**src/rtl/fib_sequencer_pkg.sv**
```systemverilog
// rtl/fib_sequencer_pkg.sv - shared state encoding, opcodes and register indices for fib_sequencer
package fib_sequencer_pkg;

    typedef enum logic [3:0] {
        S_IDLE = 4'd0,
        S_LD0  = 4'd1,
        S_LD1  = 4'd2,
        S_ADD  = 4'd3,
        S_MOV0 = 4'd4,
        S_MOV1 = 4'd5,
        S_DONE = 4'd6
    } state_t;

    localparam logic [7:0] OP_ADD   = 8'h05;
    localparam logic [7:0] OP_PASSB = 8'h0D;

    localparam logic [4:0] R0 = 5'd0;
    localparam logic [4:0] R1 = 5'd1;
    localparam logic [4:0] R2 = 5'd2;

    // Largest index whose Fibonacci value still fits in 16 bits unsigned
    localparam logic [4:0] FIB_NMAX = 5'd24;

endpackage

```
**src/rtl/fib_sequencer_if.sv**
```systemverilog
// rtl/fib_sequencer_if.sv - request and datapath-control signal bundle for fib_sequencer
interface fib_sequencer_if;
    logic        start;
    logic [4:0]  n;
    logic [15:0] immediate;
    logic [15:0] enable;
    logic [4:0]  control1;
    logic [4:0]  control2;
    logic        imm_control;
    logic [7:0]  opcode;
    logic        buff_en;
    logic        busy;
    logic        done;
    logic        err;
    logic [3:0]  result_sel;

    modport master (
        output start, n,
        input  immediate, enable, control1, control2, imm_control, opcode,
               buff_en, busy, done, err, result_sel
    );

    modport slave (
        input  start, n,
        output immediate, enable, control1, control2, imm_control, opcode,
               buff_en, busy, done, err, result_sel
    );
endinterface

```
**src/rtl/fib_seq_decode.sv**
```systemverilog
// rtl/fib_seq_decode.sv - Moore decode from sequencer state to datapath control word
module fib_seq_decode
    import fib_sequencer_pkg::*;
(
    input  state_t      state,
    output logic [15:0] immediate,
    output logic [15:0] enable,
    output logic [4:0]  control1,
    output logic [4:0]  control2,
    output logic        imm_control,
    output logic [7:0]  opcode,
    output logic        buff_en,
    output logic        busy,
    output logic        done
);

    always_comb begin
        immediate   = 16'h0000;
        enable      = 16'h0000;
        control1    = 5'd0;
        control2    = 5'd0;
        imm_control = 1'b0;
        opcode      = 8'h00;
        case (state)
            S_LD0: begin
                opcode      = OP_PASSB;
                imm_control = 1'b1;
                immediate   = 16'd0;
                enable      = 16'h0001;
            end
            S_LD1: begin
                opcode      = OP_PASSB;
                imm_control = 1'b1;
                immediate   = 16'd1;
                enable      = 16'h0002;
            end
            S_ADD: begin
                opcode   = OP_ADD;
                control1 = R0;
                control2 = R1;
                enable   = 16'h0004;
            end
            S_MOV0: begin
                opcode   = OP_PASSB;
                control2 = R1;
                enable   = 16'h0001;
            end
            S_MOV1: begin
                opcode   = OP_PASSB;
                control2 = R2;
                enable   = 16'h0002;
            end
            default: ;
        endcase
    end

    // The ALU only drives the write bus when some register is being written
    assign buff_en = |enable;
    assign busy    = (state != S_IDLE);
    assign done    = (state == S_DONE);

endmodule

```
**src/rtl/fib_sequencer.sv**
```systemverilog
// rtl/fib_sequencer.sv - FSM sequencing a register-file datapath to compute F(n)
module fib_sequencer
    import fib_sequencer_pkg::*;
(
    input  logic            clk,
    input  logic            reset,
    fib_sequencer_if.slave  bus
);

    state_t     state;
    logic [4:0] n_lat;
    logic [4:0] count;
    logic       err_q;
    logic [3:0] result_sel_q;

    always_ff @(posedge clk or negedge reset) begin
        if (!reset) begin
            state        <= S_IDLE;
            n_lat        <= 5'd0;
            count        <= 5'd0;
            err_q        <= 1'b0;
            result_sel_q <= 4'd0;
        end else begin
            case (state)
                S_IDLE: begin
                    if (bus.start) begin
                        n_lat        <= bus.n;
                        count        <= 5'd0;
                        result_sel_q <= 4'd0;
                        err_q        <= (bus.n > FIB_NMAX);
                        state        <= (bus.n > FIB_NMAX) ? S_DONE : S_LD0;
                    end
                end
                S_LD0: state <= S_LD1;
                S_LD1: begin
                    // F(0) and F(1) are already sitting in r0 and r1
                    if (n_lat < 5'd2) begin
                        result_sel_q <= n_lat[3:0];
                        state        <= S_DONE;
                    end else begin
                        count <= 5'd0;
                        state <= S_ADD;
                    end
                end
                S_ADD:  state <= S_MOV0;
                S_MOV0: state <= S_MOV1;
                S_MOV1: begin
                    count <= count + 5'd1;
                    if (count + 5'd1 == n_lat - 5'd1) begin
                        result_sel_q <= R1[3:0];
                        state        <= S_DONE;
                    end else begin
                        state <= S_ADD;
                    end
                end
                S_DONE:  state <= S_IDLE;
                default: state <= S_IDLE;
            endcase
        end
    end

    fib_seq_decode u_decode (
        .state       (state),
        .immediate   (bus.immediate),
        .enable      (bus.enable),
        .control1    (bus.control1),
        .control2    (bus.control2),
        .imm_control (bus.imm_control),
        .opcode      (bus.opcode),
        .buff_en     (bus.buff_en),
        .busy        (bus.busy),
        .done        (bus.done)
    );

    assign bus.err        = err_q;
    assign bus.result_sel = result_sel_q;

endmodule

```
**src/flat_wrapper.sv**
```systemverilog
// flat-port wrapper written by rule: the top's interface ports become plain ports
module fib_sequencer_flat import fib_sequencer_pkg::*;
  (clk, reset, bus_start, bus_n, bus_immediate, bus_enable, bus_control1, bus_control2, bus_imm_control, bus_opcode, bus_buff_en, bus_busy, bus_done, bus_err, bus_result_sel);
  fib_sequencer_if bus_i ();
  input  logic clk;
  input  logic reset;
  input wire logic [$bits(bus_i.start)-1:0] bus_start;
  input wire logic [$bits(bus_i.n)-1:0] bus_n;
  output wire logic [$bits(bus_i.immediate)-1:0] bus_immediate;
  output wire logic [$bits(bus_i.enable)-1:0] bus_enable;
  output wire logic [$bits(bus_i.control1)-1:0] bus_control1;
  output wire logic [$bits(bus_i.control2)-1:0] bus_control2;
  output wire logic [$bits(bus_i.imm_control)-1:0] bus_imm_control;
  output wire logic [$bits(bus_i.opcode)-1:0] bus_opcode;
  output wire logic [$bits(bus_i.buff_en)-1:0] bus_buff_en;
  output wire logic [$bits(bus_i.busy)-1:0] bus_busy;
  output wire logic [$bits(bus_i.done)-1:0] bus_done;
  output wire logic [$bits(bus_i.err)-1:0] bus_err;
  output wire logic [$bits(bus_i.result_sel)-1:0] bus_result_sel;
  assign bus_i.start = bus_start;
  assign bus_i.n = bus_n;
  assign bus_immediate = bus_i.immediate;
  assign bus_enable = bus_i.enable;
  assign bus_control1 = bus_i.control1;
  assign bus_control2 = bus_i.control2;
  assign bus_imm_control = bus_i.imm_control;
  assign bus_opcode = bus_i.opcode;
  assign bus_buff_en = bus_i.buff_en;
  assign bus_busy = bus_i.busy;
  assign bus_done = bus_i.done;
  assign bus_err = bus_i.err;
  assign bus_result_sel = bus_i.result_sel;
  fib_sequencer u_core (.clk(clk), .reset(reset), .bus(bus_i));
endmodule
```
**config.mk**
```make
export PLATFORM = sky130hd
export DESIGN_NAME = fib_sequencer_flat
export DESIGN_NICKNAME = d
export VERILOG_FILES = /design/src/rtl/fib_sequencer_pkg.sv /design/src/rtl/fib_sequencer_if.sv /design/src/rtl/fib_seq_decode.sv /design/src/rtl/fib_sequencer.sv /design/src/flat_wrapper.sv
export SDC_FILE = /design/constraint.sdc
export NUM_CORES = 1
export LEC_CHECK = 0
export BUFFER_PORTS_ARGS = -buffer_cell sky130_fd_sc_hd__buf_2
export CAP_MARGIN = 20
export CORE_UTILIZATION = 50
export CTS_BUF_LIST = sky130_fd_sc_hd__clkbuf_2 sky130_fd_sc_hd__clkbuf_4 sky130_fd_sc_hd__clkbuf_8
export CTS_CLUSTER_SIZE = 30
export DETAILED_ROUTE_END_ITERATION = 6
export MAX_ROUTING_LAYER = met4
export PLACE_DENSITY_LB_ADDON = 0.3
export SLEW_MARGIN = 20
export SYNTH_ARGS = -nofsm -noshare
export SYNTH_HDL_FRONTEND = slang
export SYNTH_HIERARCHICAL = 1
export SYNTH_SLANG_ARGS = --single-unit
```
**constraint.sdc**
```tcl
create_clock -name clk -period 3.1 [get_ports clk]
set_input_delay 0.62 -clock clk [delete_from_list [all_inputs] [get_ports clk]]
set_output_delay 0.62 -clock clk [all_outputs]
set_load 0.01 [all_outputs]
```
==> impl_metrics.tcl, run 1 <==
set metrics [dict create \
    drt_first_iter_violations 83 \
    fmax_ghz 0.416 \
    yosysTopAreaCell "dfrtp_1" \
    syn_avg_cell_area_um2 8.80 \
    postCtsSetupRepairBufs 0 \
    post-dp-hpwl_mm 2.08 \
    drv_slew 0 \
    required_ns 2.48 \
    register_area_um2 450 \
    cts_tree "built" \
    worst_pin_slew_ns 0.813 \
    htree_levels 1 \
    min_path_type "input port to async pin" \
    endpoint_kind "output port" \
    hold_viol 0 \
    grt_pass1_vias 1017 \
    final_common_cell "conb_1" \
    synthCells 171 \
    tns_ns 0 \
    start_util 0.537 \
    clk_latency_ns 0.28 \
    yosys_warnings 6 \
    dp_slack_ns 1.03 \
    skew_ns 0.00106 \
    slew_headroom 0.458 \
    hold_buffers 0 \
    num-fill-cells 278 \
    layout_common_cells "conb_1 (42), buf_2 (25), nand2_1 (20), dfrtp_1 (18), o21ai_0 (11)" \
    syn_area_um2 1510 \
    synth_ff_type "dfrtp_1" \
    p_per_area_nw_per_um2 849 \
    dieArea_um2 3230 \
    fin_crit_sh 0.775 \
    fin_hold_ws_ns 0.252 \
    netlist_top_cells_area "dfrtp_1 (30%), buf_4 (21%), xnor2_1 (5.2%)" \
    wl_per_cell_um 11.7 \
    gr-usage-all-layers 0.179 \
    path_clk_slew_ns 0.09 \
    fp.dieW_um 56.9 \
    async_reset_ff_frac 1.00 \
    numPortBuffers 25 \
    synth_edf_count 0 \
    worst_r2r_path_depth 5 \
    vdd_ir_drop_max_mv 0.348 \
    fin_area_um2 1480 \
    fp.dieH_um 56.9 \
    multiInputGateArea_um2 835 \
    setup_slack_ns 0.697 \
    antenna-diode-count 0 \
    grt_max_degree 28 \
    instances_no_fill 222 \
    cts_made_buffers 3 \
    reg2reg_from "u_core/state[2]$_DFFE_PN0P_" \
    critical_path.max_fanout 22 \
    clock_path_buffers 2 \
    ys_seq_area_frac 0.299 \
    worstSetupStartpointType "flip-flop" \
    grt_overflow_total 0 \
    maxCapViolCount 0 \
    p_leak_nw 0.754 \
    vias 1109 \
    cts_sinks 18 \
    row_count 19 \
    synth_top_area_frac 0.299 \
    grt_pass1_wl_mm 4.43 \
    synth_seq_cells 18 \
    area_growth_pct -1.50 \
    rsz0062_at_grt "false" \
    cts_resized 0 \
    critPathKind "flip-flop to output port" \
    io_pins 67 \
    core_area_um2 2810 \
    drc 12 \
    drive_above_1_share 0.209 \
    clockRootBuffer "clkbuf_4" \
    post-place-cells 219 \
    fin_nets 203 \
    routed_wl_mm 2.61 \
    fin_crit_ns 2.40 \
    antenna_found_initial 0 \
    via_per_inst 5.00 \
    rrSetupSlack_ns 1.10 \
    dr.pass1.iters 7 \
    postPlaceCellArea_um2 1450 \
    violations "DRC" \
    status "complete, but fails checks" \
    ant_nets 0 \
    gp_congestion 0.866 \
    yosysUniqueCellTypes 38 \
    reg2reg_to "u_core/count[2]$_DFFE_PN0P_" \
    finalSetupViolCount 0 \
    arrival_ns 1.78 \
]
[Yosys cell counts (3+ instances only)]
master and instances:
a21oi_1 4, and3_1 5, buf_4 43, buf_6 3, dfrtp_1 18, inv_1 3
nand2_1 20, nand3_1 4, nor2_1 8, nor3_2 4, o21ai_0 11, xnor2_1 9
xor2_1 4
[cell families (layout without fill, tap and decap cells)]
kind of cell             after synthesis  after routing  share of synthesized area
multiplexers                           1              1                    0.00748
flip-flops                            18             18                      0.299
adder cells (fa/ha/maj)                2              2                     0.0166
XOR/XNOR                              13             13                     0.0756
buffers and inverters                 51             31                      0.250
other                                  2             42                    0.00499
AO/OA/AOI/OAI                         29             29                      0.130
AND/OR/NAND/NOR                       55             55                      0.216
[registers in the layout, summed over array words and instances (netlist names)]
signal	cells
u_core/bus.result_sel	4
u_core/state	3
u_core/count	5
u_core/n_lat	5
u_core/bus.err	1
[metrics by stage]
stage               power (W)  utilization
finish                0.00126        0.529
global route          0.00138        0.529
CTS                   0.00127        0.526
detailed placement    0.00115        0.518
global placement      0.00111        0.518
floorplan             0.00106            -
[where the power goes]
| part | total [W] | internal, W | switching [W] |
|---|---|---|---|
| Sequential | 0.000474 | 0.000304 | 0.000171 |
| Clock | 0.000110 | 0.0000450 | 0.0000653 |
| Combinational | 0.000675 | 0.000315 | 0.000360 |
[how the worst max path moves through the flow]
stage,startpoint,to
detailed placement,u_core/state[2]$_DFFE_PN0P_,bus_control2[0]
global route,u_core/state[2]$_DFFE_PN0P_,bus_control2[0]
floorplan,u_core/state[0]$_DFFE_PN0P_,bus_opcode[2]
global placement,u_core/state[1]$_DFFE_PN0P_,bus_enable[1]
finish,u_core/state[2]$_DFFE_PN0P_,bus_control2[0]
CTS,u_core/state[2]$_DFFE_PN0P_,bus_control2[0]
[worst max-delay path: stages, from the launching register on]
cell and delay, ns:
dfrtp_1 0.83, nor4b_1 0.40, a31o_1 0.15, buf_2 0.12
[layer usage]
metal | share of wire | vias to the layer above | wire, um | GRT usage
met2 | 0.55 | 37 | 1430 | 0.315
met4 | 0 | 0 | 0 | 0.0453
met3 | 0.048 | 0 | 125 | 0.0276
met1 | 0.40 | 524 | 1050 | 0.213
met5 | 0 | - | 0 | -
li1 | - | 548 | - | -
[layout make-up]
type	count	area share
clock buffer	3	0.0152
inverter	3	0.00759
multi-input combinational	142	0.563
sequential	18	0.304
tap	31	0.0262
timing repair buffer	25	0.0844
(Power assumes the default switching activity.)
==> run 2, diff against run 1 <==
- CORE_UTILIZATION: 50 -> 44
- clock period: 3.1 -> 2.2 ns (I/O delays scaled with it)
==> run 2 against run 1 <==
The flow now finishes without violations. Critical endpoint is now bus_opcode[2]. Highest routed layer is now met4. Cell area increased by 3.7%. Die area rose by 13%. Total power up 48%. Critical path depth stayed put. Non-clock buffer count up 4. Flip-flop and latch count is the same.
==> impl_metrics.tcl, run 2 (synthesis gave the netlist of run 1 again) <==
set metrics [dict create \
    status "completed" \
    clockPowerShare 0.111 \
    antenna_found_initial 0 \
    power.total_w 0.00186 \
    drc 0 \
    gr-usage-all-layers 0.162 \
    critPathKind "flip-flop to output port" \
    grt_overflow_total 0 \
    post-place-cells 236 \
    layout_common_cells "conb_1 (42), buf_2 (25), nand2_1 (20), dfrtp_1 (17), o21ai_0 (11)" \
    core_area_um2 3150 \
    ant_nets 0 \
    multiInputGateArea_um2 828 \
    via_per_inst 4.86 \
    routed_wl_mm 2.74 \
    dieArea_um2 3660 \
    power_switching_w 0.000867 \
    fp.dieW_um 60.5 \
    clock_path_buffers 2 \
    area_growth_pct 2.16 \
    vdd_ir_drop_max_mv 0.365 \
    cts_made_buffers 3 \
    drv_slew 0 \
    fin_util 0.488 \
    finalSetupViolCount 0 \
    fin_crit_ns 2.03 \
    p_leak_nw 0.777 \
    grt_pass1_vias 942 \
    fin_nets 207 \
    register_area_um2 452 \
    endpoint_kind "output port" \
    setup_slack_ns 0.167 \
    arrival_ns 1.59 \
    final_common_cell "conb_1" \
    tns_ns 0 \
    htree_levels 1 \
    instances_no_fill 240 \
    worstSetupStartpoint "u_core/state[0]$_DFFE_PN0P_" \
    post-dp-hpwl_mm 2.02 \
    fin_crit_sh 0.924 \
    required_ns 1.76 \
    hold_buffers 0 \
    num-fill-cells 322 \
    worst_pin_slew_ns 0.626 \
    io_pins 67 \
    cts_sinks 18 \
    antenna-diode-count 0 \
    fp.dieH_um 60.5 \
    dp_slack_ns 0.357 \
    wl_per_cell_um 11.4 \
    dr.pass1.iters 4 \
    grt_pass1_wl_mm 4.23 \
    p_per_area_nw_per_um2 1210 \
    drt_first_iter_violations 48 \
    seqPwrFrac 0.348 \
    cts_tree "built" \
    maxCapViolCount 0 \
    start_util 0.477 \
    rsz0062_at_grt "false" \
    gp_congestion 0.806 \
    grt_max_degree 23 \
    fmax_ghz 0.492 \
    min_path_type "input port to async pin" \
    reg2reg_from "u_core/n_lat[0]$_DFFE_PN0P_" \
    vias 1167 \
    drive_above_1_share 0.230 \
    clk_latency_ns 0.30 \
    hold_viol 0 \
    path_clk_slew_ns 0.10 \
    swShare 0.465 \
    slew_headroom 0.583 \
    skew_ns 0.00329 \
    pwr-share-comb 0.541 \
    critical_path.max_fanout 18 \
    internal_power_w 0.000998 \
    row_count 20 \
    worstSetupStartpointType "flip-flop" \
    numPortBuffers 25 \
    clockRootBuffer "clkbuf_4" \
]
==> run 2: cell count changes in the layout (fill, tap and decap cells not counted), sizes merged <==
| cell | previous run | this run |
|---|---|---|
| clkbuf | 3 | 4 |
| buf | 25 | 29 |
==> run 2: what timing repair did <==
item,in CTS,in global routing
gates resized for setup,0,1
buffers inserted,0,0
endpoints found under the setup margin,0,3
==> run 2: stage by stage <==
step / instance area (um^2) / hold slack, ns
after floorplan: 1660 / 0.144
after global placement: 1500 / 0.384
after detailed placement: 1500 / 0.389
after CTS: 1540 / 0.0520
after global routing: 1540 / 0.0597
final: 1540 / 0.0514
==> run 2: final timing paths <==
kind / end / slack, ns / depth (start not counted)
max: bus_opcode[2] / 0.17 / 3
min: u_core/count[2]$_DFFE_PN0P_ / 0.05 / 1
max reg2reg: u_core/bus.result_sel[3]$_DFFE_PN0P_ / 0.30 / 7
min reg2reg: u_core/bus.err$_DFFE_PN0P_ / 0.48 / 2
max in group asynchronous: u_core/state[2]$_DFFE_PN0P_ / 1.83 / 1
min in group clk: u_core/n_lat[3]$_DFFE_PN0P_ / 0.36 / 3
==> run 2: power groups by stage <==
stage          sequential (W)  combinational, W  clock (W)
2_1_floorplan        0.000556          0.000938          0
3_3_place_gp         0.000645          0.000968          0
3_5_place_dp         0.000653          0.000988          0
5_1_grt              0.000671           0.00113   0.000235
4_1_cts              0.000645           0.00101   0.000216
6_report             0.000650           0.00101   0.000207
==> run 2: cell type report <==
class                   count  share of cell area
inverters                   3             0.00732
repair buffers             29               0.101
well taps                  44              0.0358
multi-input cells         142               0.539
flip-flops and latches     18               0.294
clock buffers               4              0.0236
==> run 2: metal layers <==
layer  vias up  track usage  routed length (um)
met4         0       0.0682                  38
met1       550        0.201                1180
met3         4       0.0320                 199
met2        59        0.259                1330
met5         -            -                   0
li1        554            -                   -
==> run 2: critical path, cell delays in order, from the launching register on <==
cell	delay [ns]
dfrtp_1	0.76
nor3_2	0.14
a211oi_1	0.22
buf_2	0.18
==> run 3, diff against run 2 <==
- CORE_UTILIZATION: 44 -> 43
- SYNTH_HIERARCHICAL: 1 -> default
==> run 3 against run 2 <==
Hold slack better by 0.0046 ns. Fmax up 0.44%. Register-to-register slack better by 0.07 ns. Critical endpoint is now bus_control2[1]. Global-route usage down 1.4 points. Utilization down 1.6 points.
==> impl_metrics.tcl, run 3 <==
set metrics [dict create \
    yosys-top-cells-count "buf_4 (42), dfrtp_1 (18), nand2_1 (13)" \
    clockRootBuffer "clkbuf_4" \
    status "completed" \
    synthCells 157 \
    wl_per_cell_um 10.1 \
    yosysTopAreaCell "dfrtp_1" \
    tns_ns 0 \
    fin_crit_sh 0.920 \
    fin_crit_ns 2.02 \
    vdd_ir_drop_max_mv 0.676 \
    ant_nets 0 \
    syn_avg_cell_area_um2 8.92 \
    rsz0062_at_grt "false" \
    endpoint_kind "output port" \
    drv_slew 0 \
    cts_resized 0 \
    path_clk_slew_ns 0.11 \
    cts_sinks 18 \
    cts_made_buffers 3 \
    cts_tree "built" \
    fmax_ghz 0.494 \
    yosys_warnings 0 \
    drt_first_iter_violations 7 \
    fin_nets 193 \
    io_pins 67 \
    ys_seq_area_frac 0.322 \
    synth_ff_type "dfrtp_1" \
    gr-usage-all-layers 0.149 \
    grt_max_degree 19 \
    finalSetupViolCount 0 \
    yosysUniqueCellTypes 37 \
    numPortBuffers 25 \
    synth.most_common_cell "buf_4" \
    core_area_um2 3080 \
    vias 1010 \
    crit_buf_inv 2 \
    hold_buffers 0 \
    worst_pin_slew_ns 0.670 \
    layout_common_cells "conb_1 (41), buf_2 (25), dfrtp_1 (15), nand2_1 (13), xnor2_1 (10)" \
    dieArea_um2 3490 \
    syn_area_um2 1400 \
    path_cells "nor2b_1, nand2_1, inv_1, buf_2" \
    arrival_ns 1.58 \
    slowest_stage "dfrtp_2" \
    area_growth_pct 3.66 \
    final_common_cell "conb_1" \
    routed_wl_mm 2.29 \
    postCtsSetupRepairBufs 0 \
    clock_path_buffers 2 \
    netlist_top_cells_area "dfrtp_1 (32%), buf_4 (23%), xnor2_1 (6.3%)" \
    via_per_inst 4.47 \
    antenna_found_initial 0 \
    worstSetupStartpointType "flip-flop" \
    required_ns 1.76 \
    fp.dieH_um 59.1 \
    maxCapViolCount 0 \
    num-fill-cells 315 \
    synth_seq_cells 18 \
    drc 0 \
    start_util 0.455 \
    synth_top_area_frac 0.322 \
    async_reset_ff_frac 1.00 \
    synth_edf_count 0 \
    clk_latency_ns 0.29 \
    grt_pass1_vias 866 \
    critPathMaxStageDelay_ns 0.53 \
    row_count 20 \
    cp_top_family "flip-flops" \
    post-dp-hpwl_mm 1.84 \
    min_path_type "input port to async pin" \
    slew_headroom 0.548 \
    hold_viol 0 \
    grt_overflow_total 0 \
    skew_ns 0.00742 \
    fp.dieW_um 59.1 \
    htree_levels 1 \
    drive_above_1_share 0.225 \
    rrSetupSlack_ns 0.37 \
    critical_path.max_fanout 17 \
    critPathKind "flip-flop to output port" \
    p_per_area_nw_per_um2 1290 \
    fin_util 0.472 \
    p_leak_nw 0.747 \
    dr.pass1.iters 4 \
    gp_congestion 0.813 \
    antenna-diode-count 0 \
    grt_pass1_wl_mm 3.86 \
]
[run 3: layout make-up]
| class | count | area (um^2) | share of cell area |
|---|---|---|---|
| timing repair buffer | 26 | 133 | 0.0914 |
| multi-input combinational | 130 | 758 | 0.522 |
| sequential | 18 | 454 | 0.313 |
| tap | 44 | 55.1 | 0.0379 |
| clock buffer | 4 | 36.3 | 0.0250 |
| inverter | 4 | 15.0 | 0.0103 |
[run 3: report_power, final]
| group | internal (W) | switching (W) | leakage [nW] |
|---|---|---|---|
| Combinational | 0.000507 | 0.000550 | 0.497 |
| Sequential | 0.000436 | 0.000183 | 0.229 |
| Clock | 0.000101 | 0.000102 | 0.0210 |
| Total | 0.00104 | 0.000835 | 0.747 |
[run 3: cell families (layout without fill, tap and decap cells)]
kind of cell,after synthesis,count (layout),share of synthesized area
simple gates,43,43,0.164
mux,4,4,0.0322
buf+inv,49,34,0.244
compound gates,26,26,0.130
xor+xnor,14,14,0.0876
other cells,1,41,0.00268
fa+ha+maj,2,2,0.0179
flops,18,18,0.322
[run 3: per-stage QoR]
step	std cells	hold slack [ns]	cell area, um^2	setup WS, ns	total power [W]
after floorplan	197	0.144	1550	0.453	0.00144
after global placement	222	0.390	1410	0.395	0.00165
after detailed placement	222	0.392	1410	0.392	0.00168
after CTS	226	0.0648	1450	0.0622	0.00189
after global routing	226	0.0780	1450	0.0221	0.00204
final	226	0.0560	1450	0.176	0.00188
[run 3: path summary, 6_finish.rpt]
path / startpoint / endpoint / depth (start not counted)
hold / removal: reset / u_core.n_lat[2]$_DFFE_PN0P_ / 1
setup reg to reg: u_core.n_lat[0]$_DFFE_PN0P_ / u_core.bus.result_sel[3]$_DFFE_PN0P_ / 7
setup / recovery: u_core.state[1]$_DFFE_PN0P_ / bus_control2[1] / 4
max in group asynchronous: reset / u_core.state[0]$_DFFE_PN0P_ / 1
hold reg to reg: u_core.bus.result_sel[3]$_DFFE_PN0P_ / u_core.bus.result_sel[3]$_DFFE_PN0P_ / 1
min in group clk: bus_n[1] / u_core.n_lat[1]$_DFFE_PN0P_ / 3
[run 3: per-layer routing]
layer / track usage / part of all wire / up-vias
met5: - / 0 / -
met1: 0.181 / 0.44 / 469
li1: - / - / 495
met3: 0.0415 / 0.054 / 4
met4: 0.0204 / 0.011 / 0
met2: 0.252 / 0.50 / 42
